[src/rtl/ptcalc_prod_accum.sv]
// ptcalc_prod_accum: sums a group of signed products from the 15x15 ptcalc
// multiplier stage and presents the result on a valid/ready output. A group is
// closed by prod_last_i or by reaching MAX_TERMS terms. The total is scaled by
// an arithmetic right shift, saturated to OUT_W bits and held until taken.
// Optional build macro: PTCALC_PROD_ACCUM_ROUND_EN (round half up before the
// shift instead of flooring).
module ptcalc_prod_accum #(
    parameter int PROD_W    = 30,
    parameter int ACC_W     = 36,
    parameter int OUT_W     = 18,
    parameter int SHIFT     = 12,
    parameter int MAX_TERMS = 8
) (
    input  logic                               ap_clk,
    input  logic                               ap_rst_n,
    input  logic [PROD_W-1:0]                  prod_i,
    input  logic                               prod_valid_i,
    input  logic                               prod_last_i,
    output logic                               prod_ready_o,
    output logic [OUT_W-1:0]                   sum_o,
    output logic                               sum_valid_o,
    input  logic                               sum_ready_i,
    output logic                               sum_sat_o,
    output logic                               err_o,
    output logic [$clog2(MAX_TERMS+1)-1:0]     nterms_o
);

    localparam int CNT_W = $clog2(MAX_TERMS + 1);
    // One guard bit so rounding and the clamp compare never wrap.
    localparam int EXT_W = ACC_W + 1;

    localparam logic signed [EXT_W-1:0] SAT_MAX = (EXT_W'(1) << (OUT_W - 1)) - EXT_W'(1);
    localparam logic signed [EXT_W-1:0] SAT_MIN = ~SAT_MAX;

`ifdef PTCALC_PROD_ACCUM_ROUND_EN
    localparam int RND_POS = (SHIFT > 0) ? SHIFT - 1 : 0;
    localparam logic signed [EXT_W-1:0] RND_ADD = (SHIFT > 0) ? (EXT_W'(1) << RND_POS) : '0;
`endif

    typedef enum logic [1:0] {
        S_IDLE,
        S_ACCUM,
        S_HOLD
    } state_t;

    state_t                    state_q;
    logic [ACC_W-1:0]          acc_q;
    logic [CNT_W-1:0]          cnt_q;
    logic [OUT_W-1:0]          sum_q;
    logic                      valid_q;
    logic                      sat_q;
    logic                      err_q;
    logic [CNT_W-1:0]          nterms_q;

    logic                      accept;
    logic                      close;
    logic [ACC_W-1:0]          prod_ext;
    logic [ACC_W-1:0]          acc_d;
    logic [CNT_W-1:0]          cnt_d;
    logic signed [EXT_W-1:0]   acc_ext;
    logic signed [EXT_W-1:0]   acc_rnd;
    logic signed [EXT_W-1:0]   shifted;
    logic [OUT_W-1:0]          sum_d;
    logic                      sat_d;

    assign prod_ready_o = (state_q != S_HOLD);
    assign accept       = prod_valid_i & prod_ready_o;

    // Next accumulator/count for an accepted term and the group-close decision.
    always_comb begin
        // NOTE: every combinational output gets a value on every path, so no latch is inferred.
        prod_ext = {{(ACC_W - PROD_W){prod_i[PROD_W-1]}}, prod_i};
        acc_d    = prod_ext;
        cnt_d    = CNT_W'(1);
        if (state_q == S_ACCUM) begin
            acc_d = acc_q + prod_ext;
            cnt_d = cnt_q + CNT_W'(1);
        end
        close = accept & (prod_last_i | (cnt_d == CNT_W'(MAX_TERMS)));
    end

    // Scale and saturate the final accumulator value feeding the output register.
    always_comb begin
        acc_ext = {acc_d[ACC_W-1], acc_d};
`ifdef PTCALC_PROD_ACCUM_ROUND_EN
        acc_rnd = acc_ext + RND_ADD;
`else
        acc_rnd = acc_ext;
`endif
        shifted = acc_rnd >>> SHIFT;
        sum_d   = shifted[OUT_W-1:0];
        sat_d   = 1'b0;
        if (shifted > SAT_MAX) begin
            sum_d = SAT_MAX[OUT_W-1:0];
            sat_d = 1'b1;
        end else if (shifted < SAT_MIN) begin
            sum_d = SAT_MIN[OUT_W-1:0];
            sat_d = 1'b1;
        end
    end

    // Group FSM with accumulator and registered result fields.
    always_ff @(posedge ap_clk or negedge ap_rst_n) begin
        if (!ap_rst_n) begin
            state_q  <= S_IDLE;
            acc_q    <= '0;
            cnt_q    <= '0;
            sum_q    <= '0;
            valid_q  <= 1'b0;
            sat_q    <= 1'b0;
            err_q    <= 1'b0;
            nterms_q <= '0;
        end else begin
            // NOTE: sequential state uses non-blocking assignments so all registers update together.
            case (state_q)
                S_IDLE, S_ACCUM: begin
                    if (accept) begin
                        acc_q <= acc_d;
                        cnt_q <= cnt_d;
                        if (close) begin
                            state_q  <= S_HOLD;
                            sum_q    <= sum_d;
                            sat_q    <= sat_d;
                            err_q    <= ~prod_last_i;
                            nterms_q <= cnt_d;
                            valid_q  <= 1'b1;
                        end else begin
                            state_q <= S_ACCUM;
                        end
                    end
                end
                S_HOLD: begin
                    if (sum_ready_i) begin
                        valid_q <= 1'b0;
                        state_q <= S_IDLE;
                    end
                end
                default: state_q <= S_IDLE;
            endcase
        end
    end

    assign sum_o       = sum_q;
    assign sum_valid_o = valid_q;
    assign sum_sat_o   = sat_q;
    assign err_o       = err_q;
    assign nterms_o    = nterms_q;

endmodule
[config.mk]
export PLATFORM = sky130hd
export DESIGN_NAME = ptcalc_prod_accum
export DESIGN_NICKNAME = d
export VERILOG_FILES = /design/src/rtl/ptcalc_prod_accum.sv
export SDC_FILE = /design/constraint.sdc
export NUM_CORES = 1
export LEC_CHECK = 0
export ABC_CLOCK_PERIOD_IN_PS = 4800
export BUFFER_PORTS_ARGS = -buffer_cell sky130_fd_sc_hd__buf_4
export CORE_MARGIN = 10
export CORE_UTILIZATION = 55
export CTS_BUF_LIST = sky130_fd_sc_hd__clkbuf_8
export CTS_CLUSTER_SIZE = 16
export DETAILED_ROUTE_END_ITERATION = 16
export GPL_TIMING_DRIVEN = 0
export PLACE_DENSITY = 0.79
export SKIP_LAST_GASP = 1
export SLEW_MARGIN = 20
export SYNTH_ARGS = -nofsm -noshare
export SYNTH_HDL_FRONTEND = slang
export SYNTH_SLANG_ARGS = --single-unit
[constraint.sdc]
create_clock -name ap_clk -period 4.8 [get_ports ap_clk]
set_input_delay 0.48 -clock ap_clk [delete_from_list [all_inputs] [get_ports ap_clk]]
set_output_delay 0.48 -clock ap_clk [all_outputs]
set_load 0.05 [all_outputs]
* Word-level counts from Yosys, hierarchy flattened
Index checks and enable logic that the tools add are counted.
Word-level totals: register bits 67, bits of input ports 35
Cells by class: $add $sub $neg 2, magnitude comparators 2, eq/ne operators 7, mux-type cells 14, bitwise gates (word level) 4, reductions and logical operators 7
Operators by type and width (number):
- adder 36 bit | 1
- 2-to-1 mux 18 bit | 2
- 2-to-1 mux 36 bit | 1
- greater-than comparator 24 x 18 -> 1 bit, second input constant | 1
- less-than comparator 24 x 18 -> 1 bit, second input constant | 1
- inequality test 2 bit, second input constant | 4
- 2-to-1 mux 2 bit | 3
- 2-to-1 mux 1 bit | 5
- adder 4 x 1 -> 4 bit, second input constant | 1
- == test 4 bit, second input constant | 1
- 2-to-1 mux 4 bit | 1
- one-hot mux 2 bit (2 select lines) | 1
- AND reduction 2 bit | 2
- AND reduction 4 bit | 1
- AND reduction 3 bit | 1
- AND 1 bit | 2
- == test 2 x 1 -> 1 bit, second input constant | 1
- == test 2 bit, second input constant | 1
- logical NOT 2 bit | 1
- one-hot mux 1 bit (2 select lines) | 1
- nonzero test 2 bit | 1
- OR reduction 2 bit | 1
- inverter 1 bit | 1
- bitwise OR 1 bit | 1

* Logic depth before layout (Yosys ltp)
Gate-level depths: netlist of the first run.
word-level depth 8, depth in mapped cells 13, gate-level depth less buffers 12

* Worst setup path before layout of the first run
OpenSTA, ideal clock, no wires.
path type input port to flip-flop, from input port prod_i[0], to register sum_q[5] (netlist: sum_o[5]), library setup time 0.131 ns, data arrival time 2.761 ns, data required time 4.669 ns, path slack 1.908 ns, stages 13, buffers on the path 1, cells stage by stage ha_1 > inv_1 > fa_1 > nand2b_1 > a21oi_2 > o2111ai_2 > a21boi_2 > o211ai_1 > a211oi_2 > nand4b_1 > o21a_4 > buf_8 > o2bb2ai_1
Between the ends: cells in the longest elaborated chain, start to end 5, elaborated cells between the ends (all ways) 6, classes of those cells add/sub: 1; order compare: 2; mux: 3
Ends and longest elaborated chain:
- from (decl) | line 16 | input logic [PROD_W-1:0] prod_i,
- adder 36 bit (*) | line 76 | acc_d = acc_q + prod_ext;
- 2-to-1 mux 36 bit (*) | line 75 | if (state_q == S_ACCUM) begin
- less-than comparator 24 x 18 -> 1 bit | line 96 | end else if (shifted < SAT_MIN) begin
- 2-to-1 mux 18 bit | line 96
- 2-to-1 mux 18 bit (*) | line 93 | if (shifted > SAT_MAX) begin
- to (signal assigned) | line 122 | sum_q <= sum_d;
- to (decl) | line 49 | logic [OUT_W-1:0] sum_q;
Mark *: on every way between the ends. The rest lies on a longest branch, timed or not. A chain may end at the register's enable or synchronous reset.

* Worst setup path in the final report of the first run
from register acc_q[0], to register sum_q[11] (netlist: sum_o[11])
Between the ends: cells in the longest elaborated chain, start to end 5, elaborated cells between the ends (all ways) 6, classes of those cells add/sub: 1; order compare: 2; mux: 3
Ends and longest elaborated chain:
- from (decl) | line 47 | logic [ACC_W-1:0] acc_q;
- from (signal assigned) | line 106 | acc_q <= '0;
- from (signal assigned) | line 118 | acc_q <= acc_d;
- adder 36 bit (*) | line 76
- 2-to-1 mux 36 bit (*) | line 75
- less-than comparator 24 x 18 -> 1 bit | line 96
- 2-to-1 mux 18 bit | line 96
- 2-to-1 mux 18 bit (*) | line 93
Marks and branches as above.

==> results of run 1 <==
cell type report:
cell class	count	area (sq um)	area share [%]
clock inverters	7	93.8	1.50
plain buffers	36	200	3.19
clock buffers	9	124	1.97
flip-flops and latches	67	1680	26.7
repair buffers	60	450	7.18
well taps	133	166	2.65
inverters	12	45.0	0.718
multi-input cells	562	3520	56.1
worst max-delay path by stage:
stage / startpoint / end / slack, ns
4_1_cts: acc_q[0] / sum_o[11] / 1.13
6_report: acc_q[0] / sum_o[11] / 1.05
5_1_grt: acc_q[0] / sum_o[9] / 0.88
3_5_place_dp: prod_i[0] / sum_o[11] / 0.94
3_3_place_gp: prod_i[0] / sum_o[11] / 0.98
2_1_floorplan: prod_i[0] / sum_o[5] / 1.91
state kept, by name, indices dropped and copies added, names as in the netlist:
name and flops:
sum_o 18, acc_q 36, nterms_o 4, sum_sat_o 1, err_o 1, state_q 2, cnt_q 4, sum_valid_o 1
stage by stage:
stage | area, sq um | power (uW) | hold WS [ns]
after CTS | 6270 | 3170 | 0.263
after global routing | 6270 | 3400 | 0.302
after detailed placement | 6050 | 2630 | 0.469
after global placement | 6050 | 2590 | 0.463
final | 6270 | 3190 | 0.226
after floorplan | 5440 | 2150 | 0.184
worst register-to-register path, delay by kind of cell, from the launching register on:
kind / cells / cell delay [ns]
fa+ha+maj: 2 / 0.58
buf+inv: 2 / 0.30
xor+xnor: 1 / 0.27
simple gates: 2 / 0.34
compound gates: 6 / 1.76
flops: 1 / 0.36
placed cells by master, fill, tap and decap left out, types with 7 or more instances in the layout:
| master | Yosys | final |
|---|---|---|
| a21oi_1 | 42 | 42 |
| a31oi_1 | 8 | 8 |
| and2_1 | 7 | 7 |
| buf_2 | 10 | 10 |
| buf_4 | 1 | 61 |
| clkbuf_1 | 19 | 19 |
| clkbuf_8 | 0 | 9 |
| dfrtp_1 | 67 | 67 |
| ha_1 | 36 | 36 |
| inv_1 | 12 | 13 |
| mux2i_1 | 11 | 11 |
| nand2_1 | 134 | 134 |
| nand2b_1 | 17 | 17 |
| nand3_1 | 13 | 13 |
| nand4_1 | 16 | 16 |
| nor2_1 | 37 | 37 |
| nor3_1 | 16 | 16 |
| o211ai_1 | 10 | 10 |
| o21a_1 | 8 | 8 |
| o21ai_0 | 63 | 62 |
| o22ai_1 | 7 | 7 |
| o2bb2ai_1 | 13 | 13 |
| or2b_1 | 7 | 7 |
| xnor2_1 | 15 | 15 |
| xor2_1 | 13 | 13 |
report_power, final:
group          total, uW  switching (uW)  internal [uW]
clock                536             244            292
combinational       1840            1180            658
sequential           820            99.6            720
total               3190            1520           1670
metal layers:
layer	part of all wire (%)	track usage [%]	vias to the layer above
met2	46	37.2	200
met4	2.6	8.37	0
li1	-	-	2608
met3	7.7	5.43	26
met1	44	29.6	2560
met5	0	0	-
logic make-up after synthesis:
family / Yosys count / share of synthesized area, %
XOR/XNOR: 28 / 4.51
flip-flops: 67 / 30.8
AND/OR/NAND/NOR: 275 / 23.6
adder cells (fa/ha/maj): 37 / 8.65
buffers and inverters: 48 / 4.51
multiplexers: 12 / 2.23
AO/OA/AOI/OAI: 210 / 25.7
==> impl_results.md, run 1 <==
- Non-filler cells, final: 886
- Die span in x: approximately 120 um
- Cell area after synthesis: 5440 sq um
- CP Data Arrival Time: 3.96 ns
- CTS sink count: 67
- Clk_skew: 0.0128 ns
- Total Routed Length: 17000 um
- Worst path cell trace: ha_1 > inv_1 > fa_1 > nand2b_1 > a21oi_2 > o311ai_1 > a31oi_1 > nor2_1 > xnor2_1 > o31ai_1 > a21oi_2 > buf_6 > o22ai_1
- GPL Wtd Cong: 0.979
- Top-area cell type share of the netlist area: 30.8%
- Post-CTS Setup Bufs: 0
- Post-Synthesis Cells: 677
- Synth top area cells: dfrtp_1 (31%), nand2_1 (9.2%), ha_1 (8.3%)
- Max Transition Viols Final: 0
- NumNets Final: approximately 800
- Die area: 14300 sq um
- Worst reg2reg path depth: 13
- CP endpoint kind: register
- Delay-heaviest family, CP: compound AO/OA/AOI/OAI gates
- Worst setup SP type: register
- GRT Residual Overflow: 0
- Core footprint: 9680 sq um
- LEAKAGE: around 0.0028 uW
- Total power density per cell area: between 500 and 600 nW/um^2
- Critical Path Max Stage Delay: ~0.57 ns
- FMAX: 0.267 GHz
- Sequential area share after synthesis: a little under a third
- Post_cts resized: 0
- Die H: 119 um
- Setup TNS Final: 0 ns
- Worst reg2reg path endpoint: sum_o[11]
- Seq cells post-synth: 67
- Post-CTS Hold Buffers: 0
- Crit share post-route: 78.1%
- DPL Wire Length: roughly 13000 um
- Ports: roughly 60
- Max transition margin: 39.2%
- Post-layout minimum cycle time: 3.75 ns
- Worst-path clk slew: 0.09 ns
- Area growth syn-to-layout: 15.3%
- Register-to-Register Setup Slack: 1.05 ns
- Hold crit path type: input pin to async pin
- Max rail drop VDD: 0.365 mV
- DRT Pass-1 Iters: 5
- DRC: 0
- EDFF count, synth: 0
- Setup WS post-layout: between 1 and 1.5 ns
- CTS max path bufs: 2
- Largest net degree at the start of global routing: 68
- Worst Path Class, Setup: register to register
- First-pass GRT wire length: approximately 27000 um
- DR iter-0 viols: 522
- Clock Tree Root: clkbuf_8
- Initial core utilization: 56.1%
- Util after Layout: 64.8%
- Least-Margin Pin Slew: 0.909 ns
- Antenna Nets Post-Route: 0
- Antenna violations before repair: 0
- Max FO, Critical Path: 10
- Top cell type by total area after synthesis: dfrtp_1
- Via Count: about 5400
- RR Startpoint: acc_q[0]
- Final Hold Vio Count: 0
- Critical Path RT: 5.01 ns
- CP max-delay cell: a21oi_2
- CTS buffer count: 9
- Worst path most repeated cell: a21oi_2
- Synth warn: 0
- Final setup vio count: 0
- Clock latency on the worst-skew pair: 0.35 ns
- Max-Cap Viols: 0
- CTS tree: done
- Vias in the first global route: 5322
- Status: finished, final reports clean
- N_diodes: 0
- Synth cell types: 68
- Post-synth top cells: nand2_1 (134), dfrtp_1 (67), o21ai_0 (63)
- Levels on crit path: 13
- Avg WL per Cell: 19.2 um
- DR vias/cell: roughly 6
- Max H-tree Level: 3
- RSZ-0062 raised after global routing: false
- Worst path buffer plus inverter count: 2
- Post-synth top flop: dfrtp_1
- DP Cell Count: 870
- Port-buffer cells: 60
- Syn nets: 749
- # rows: 36
- Count leader, synth: nand2_1
- Pre-CTS WS: around 0.94 ns
- Layout cells sized above 1: 15.4%
- Overall Global Routing Usage: 23.1%
- Avg Inst Size Synth: 8.03 sq um
- Fillers: 830
- Async set-reset flop share out of synthesis: 100%
No activity file was read; power rests on OpenSTA's default activity.
==> run 2: changes to the inputs <==
--- a/config.mk
+++ b/config.mk
@@ -5,7 +5,8 @@
 export SDC_FILE = /design/constraint.sdc
 export NUM_CORES = 1
 export LEC_CHECK = 0
-export ABC_CLOCK_PERIOD_IN_PS = 4800
+export ABC_AREA = 1
+export ABC_CLOCK_PERIOD_IN_PS = 3500
 export BUFFER_PORTS_ARGS = -buffer_cell sky130_fd_sc_hd__buf_4
 export CORE_MARGIN = 10
 export CORE_UTILIZATION = 55
==> constraint.sdc (replaced) <==
create_clock -name ap_clk -period 3.5 [get_ports ap_clk]
set_input_delay 0.35 -clock ap_clk [delete_from_list [all_inputs] [get_ports ap_clk]]
set_output_delay 0.35 -clock ap_clk [all_outputs]
set_load 0.05 [all_outputs]
==> run 2 against run 1 <==
  * Sequential cell count is the same
  * Design area grew 1.9%
  * Cell count grew 22%
  * Non-clock buffer count shrank 15
  * Wire length shrank 13%
  * Global-route usage shrank 2.1 points
  * Highest routed layer unchanged
  * Core utilization grew 0.59 points
  * Fmax grew 22%
  * Register-to-register slack lost 0.63 ns
  * Largest cell class unchanged
  * Power grew 26%
  * Sequential power grew 30%
==> impl_results.md, run 2 <==
- Status: finished, final reports clean
- Combinational power share: 53.2%
- Clock Tree Root: clkbuf_8
- Largest net degree at the start of global routing: 68
- Antenna violations before repair: 0
- GRT Residual Overflow: 0
- CTS max path bufs: 2
- Fillers: 927
- Register-to-Register Setup Slack: 0.43 ns
- First-pass GRT wire length: roughly 25000 um
- Hold crit path type: input pin to async pin
- Async set-reset flop share out of synthesis: 100%
- Vias in the first global route: ~5400
- Net Sw Frac: 46.4%
- Commonest non-fill, non-tap cells in the layout: nand2_1 (371), inv_1 (90), nor2_1 (75), dfrtp_1 (67), buf_4 (61)
- Max H-tree Level: 3
- Int Pwr: 2150 uW
- Critical Path Max Stage Delay: 0.40 ns
- Avg WL per Cell: 13.8 um
- Crit share post-route: 87.8%
- Post-Synthesis Cells: 868
- Cell area after synthesis: around 5500 sq um
- N_diodes: 0
- CP endpoint: sum_sat_o
- NumNets Final: approximately 1000
- Worst reg2reg path endpoint: sum_sat_o
- Worst path buffer plus inverter count: 3
- Final Hold Vio Count: 0
- Avg Inst Size Synth: 6.37 sq um
- Beginning of the critical path: acc_q[0]
- Post-CTS Setup Bufs: 0
- Setup TNS Final: 0 ns
- CP max-delay cell: fa_1
- Max Transition Viols Final: 0
- Setup WS post-layout: 0.427 ns
- Initial core utilization: between 50 and 60%
- Core footprint: between 9000 and 10000 sq um
- CTS buffer count: 9
- Layout cells sized above 1: 12.9%
- Clock latency on the worst-skew pair: roughly 0.37 ns
- GPL Wtd Cong: roughly 1
- Post_cts resized: 0
- Post-synth top flop: dfrtp_1
- Multi-input logic area: 3380 sq um
- FF/Latch Area: 1680 sq um
- Syn nets: 940
- Synth warn: 0
- Ports: 61
- Worst path cell trace: ha_1 > inv_1 > fa_1 > inv_1 > nand3_1 > nand2_2 > nand2_1 > nand2_1 > nand2_1 > nand2_2 > nand2_2 > nand2_1 > nand2_1 > nand3_2 > nand2_1 > a21oi_1 > nand3_1 > nand2_4 > buf_8 > nand2_1 > nand2_1 > nand2_1
- FMAX: 0.325 GHz
- DR vias/cell: 5.18
- Die span in x: 120 um
- DRT Pass-1 Iters: 5
- CTS tree: done
- Min Hold Slack: 0.0583 ns
- RSZ-0062 raised after global routing: false
- Least-Margin Pin Slew: just under 0.9 ns
- Levels on crit path: 22
- Area growth syn-to-layout: 15.5%
- Seq cells post-synth: 67
- Part of the power in registers: a little over a quarter
- CTS sink count: 67
- Worst Path Class, Setup: register to register
- Biggest register: acc_q
- Die area: ~14000 sq um
- Clock Power Share: roughly a fifth
- Post-layout minimum cycle time: roughly 3 ns
- Worst-path clk slew: roughly 0.080 ns
- DPL Wire Length: roughly 12000 um
- Max transition margin: about two fifths
- Top cell type by total area after synthesis: dfrtp_1
- Max FFs per register: 36
- Worst reg2reg path depth: 22
- Max-Cap Viols: 0
- Total Routed Length: 14900 um
- LEAKAGE: 0.00355 uW
- Worst setup SP type: register
- Top-area cell type share of the netlist area: 30.3%
- DR iter-0 viols: 396
- Critical Path RT: 3.75 ns
- Sequential area share after synthesis: 30.3%
- Count leader, synth: nand2_1
- Delay-heaviest family, CP: simple AND/OR/NAND/NOR gates
- Overall Power: 4020 uW
- EDFF count, synth: 0
- Die H: approximately 120 um
- Via Count: around 5600
- CP Data Arrival Time: 3.33 ns
- DRC: 0
- Clk_skew: 0.0126 ns
- Port-buffer cells: 60
- Final setup vio count: 0
- Overall Global Routing Usage: 21.0%
- Most common cell after layout, fill and taps aside: nand2_1
- Pre-CTS WS: 0.367 ns
- Max FO, Critical Path: 10
- # rows: 36
- Synth cell types: 39
- CP endpoint kind: register
- Max rail drop VDD: 0.313 mV
- Post-CTS Hold Buffers: 0
- Post-synth top cells: nand2_1 (371), inv_1 (89), nor2_1 (75)
- Worst path most repeated cell: nand2_1
- RR Startpoint: acc_q[0]
- Total power density per cell area: 629 nW/um^2
- Synth top area cells: dfrtp_1 (30%), nand2_1 (25%), ha_1 (8.1%)
- Antenna Nets Post-Route: 0
- Switch Pwr: 1870 uW
==> run 2: how the worst min path moves through the flow <==
stage	start	to	slack (ns)	cells past startpoint
6_report	ap_rst_n	acc_q[28]	0.06	1
5_1_grt	sum_ready_i	sum_valid_o	0.15	2
4_1_cts	ap_rst_n	acc_q[28]	0.13	1
3_5_place_dp	sum_o[7]	sum_o[7]	0.47	2
3_3_place_gp	nterms_o[3]	nterms_o[3]	0.46	2
2_1_floorplan	ap_rst_n	acc_q[0]	0.05	0
==> run 2: stage by stage <==
step                      cells  utilization, %  area (sq um)
final                      1077            65.4          6390
after global routing       1077            65.4          6390
after CTS                  1077            65.4          6390
after detailed placement   1061            62.9          6150
after global placement     1061            62.9          6150
after floorplan             868               -          5530
==> run 2: cell type report <==
class	instances	share of cell area [%]
clock inverter	7	1.82
sequential	67	26.2
buffer	21	1.65
clock buffer	9	1.94
multi-input combinational	682	52.9
timing repair buffer	60	7.05
tap	133	2.60
inverter	98	5.76
==> run 2: routing by layer <==
layer / part of all wire [%] / track usage, % / wire (um) / vias up
met4: 2.8 / 7.77 / 416 / 0
met1: 45 / 26.7 / 6740 / 2541
met2: 46 / 34.6 / 6930 / 158
met5: 0 / 0 / 0 / -
li1: - / - / - / 2848
met3: 5.6 / 4.19 / 834 / 29
==> run 2: power groups by stage <==
| stage | combinational, uW | clock, uW | sequential [uW] |
|---|---|---|---|
| after CTS | 2140 | 818 | 1070 |
| after global placement | 2100 | 0 | 1080 |
| after global routing | 2400 | 854 | 1090 |
| after floorplan | 1330 | 0 | 1330 |
| final | 2140 | 814 | 1070 |
| after detailed placement | 2120 | 0 | 1080 |
==> run 2: worst reg2reg max path: stages, from the launching register on <==
cell and delay [ns]:
dfrtp_1 0.36, ha_1 0.22, inv_1 0.07, fa_1 0.40, inv_1 0.11, nand3_1 0.09, nand2_2 0.11, nand2_1 0.05
nand2_1 0.13, nand2_1 0.09, nand2_2 0.16, nand2_2 0.09, nand2_1 0.07, nand2_1 0.06, nand3_2 0.08, nand2_1 0.07
a21oi_1 0.12, nand3_1 0.21, nand2_4 0.18, buf_8 0.14, nand2_1 0.05, nand2_1 0.06, nand2_1 0.05
==> run 2: cell families after synthesis <==
family	share of synthesized area, %
AND/OR/NAND/NOR	38.2
flip-flops	30.3
buffers and inverters	8.55
XOR/XNOR	4.28
AO/OA/AOI/OAI	10.1
adder cells (fa/ha/maj)	8.50
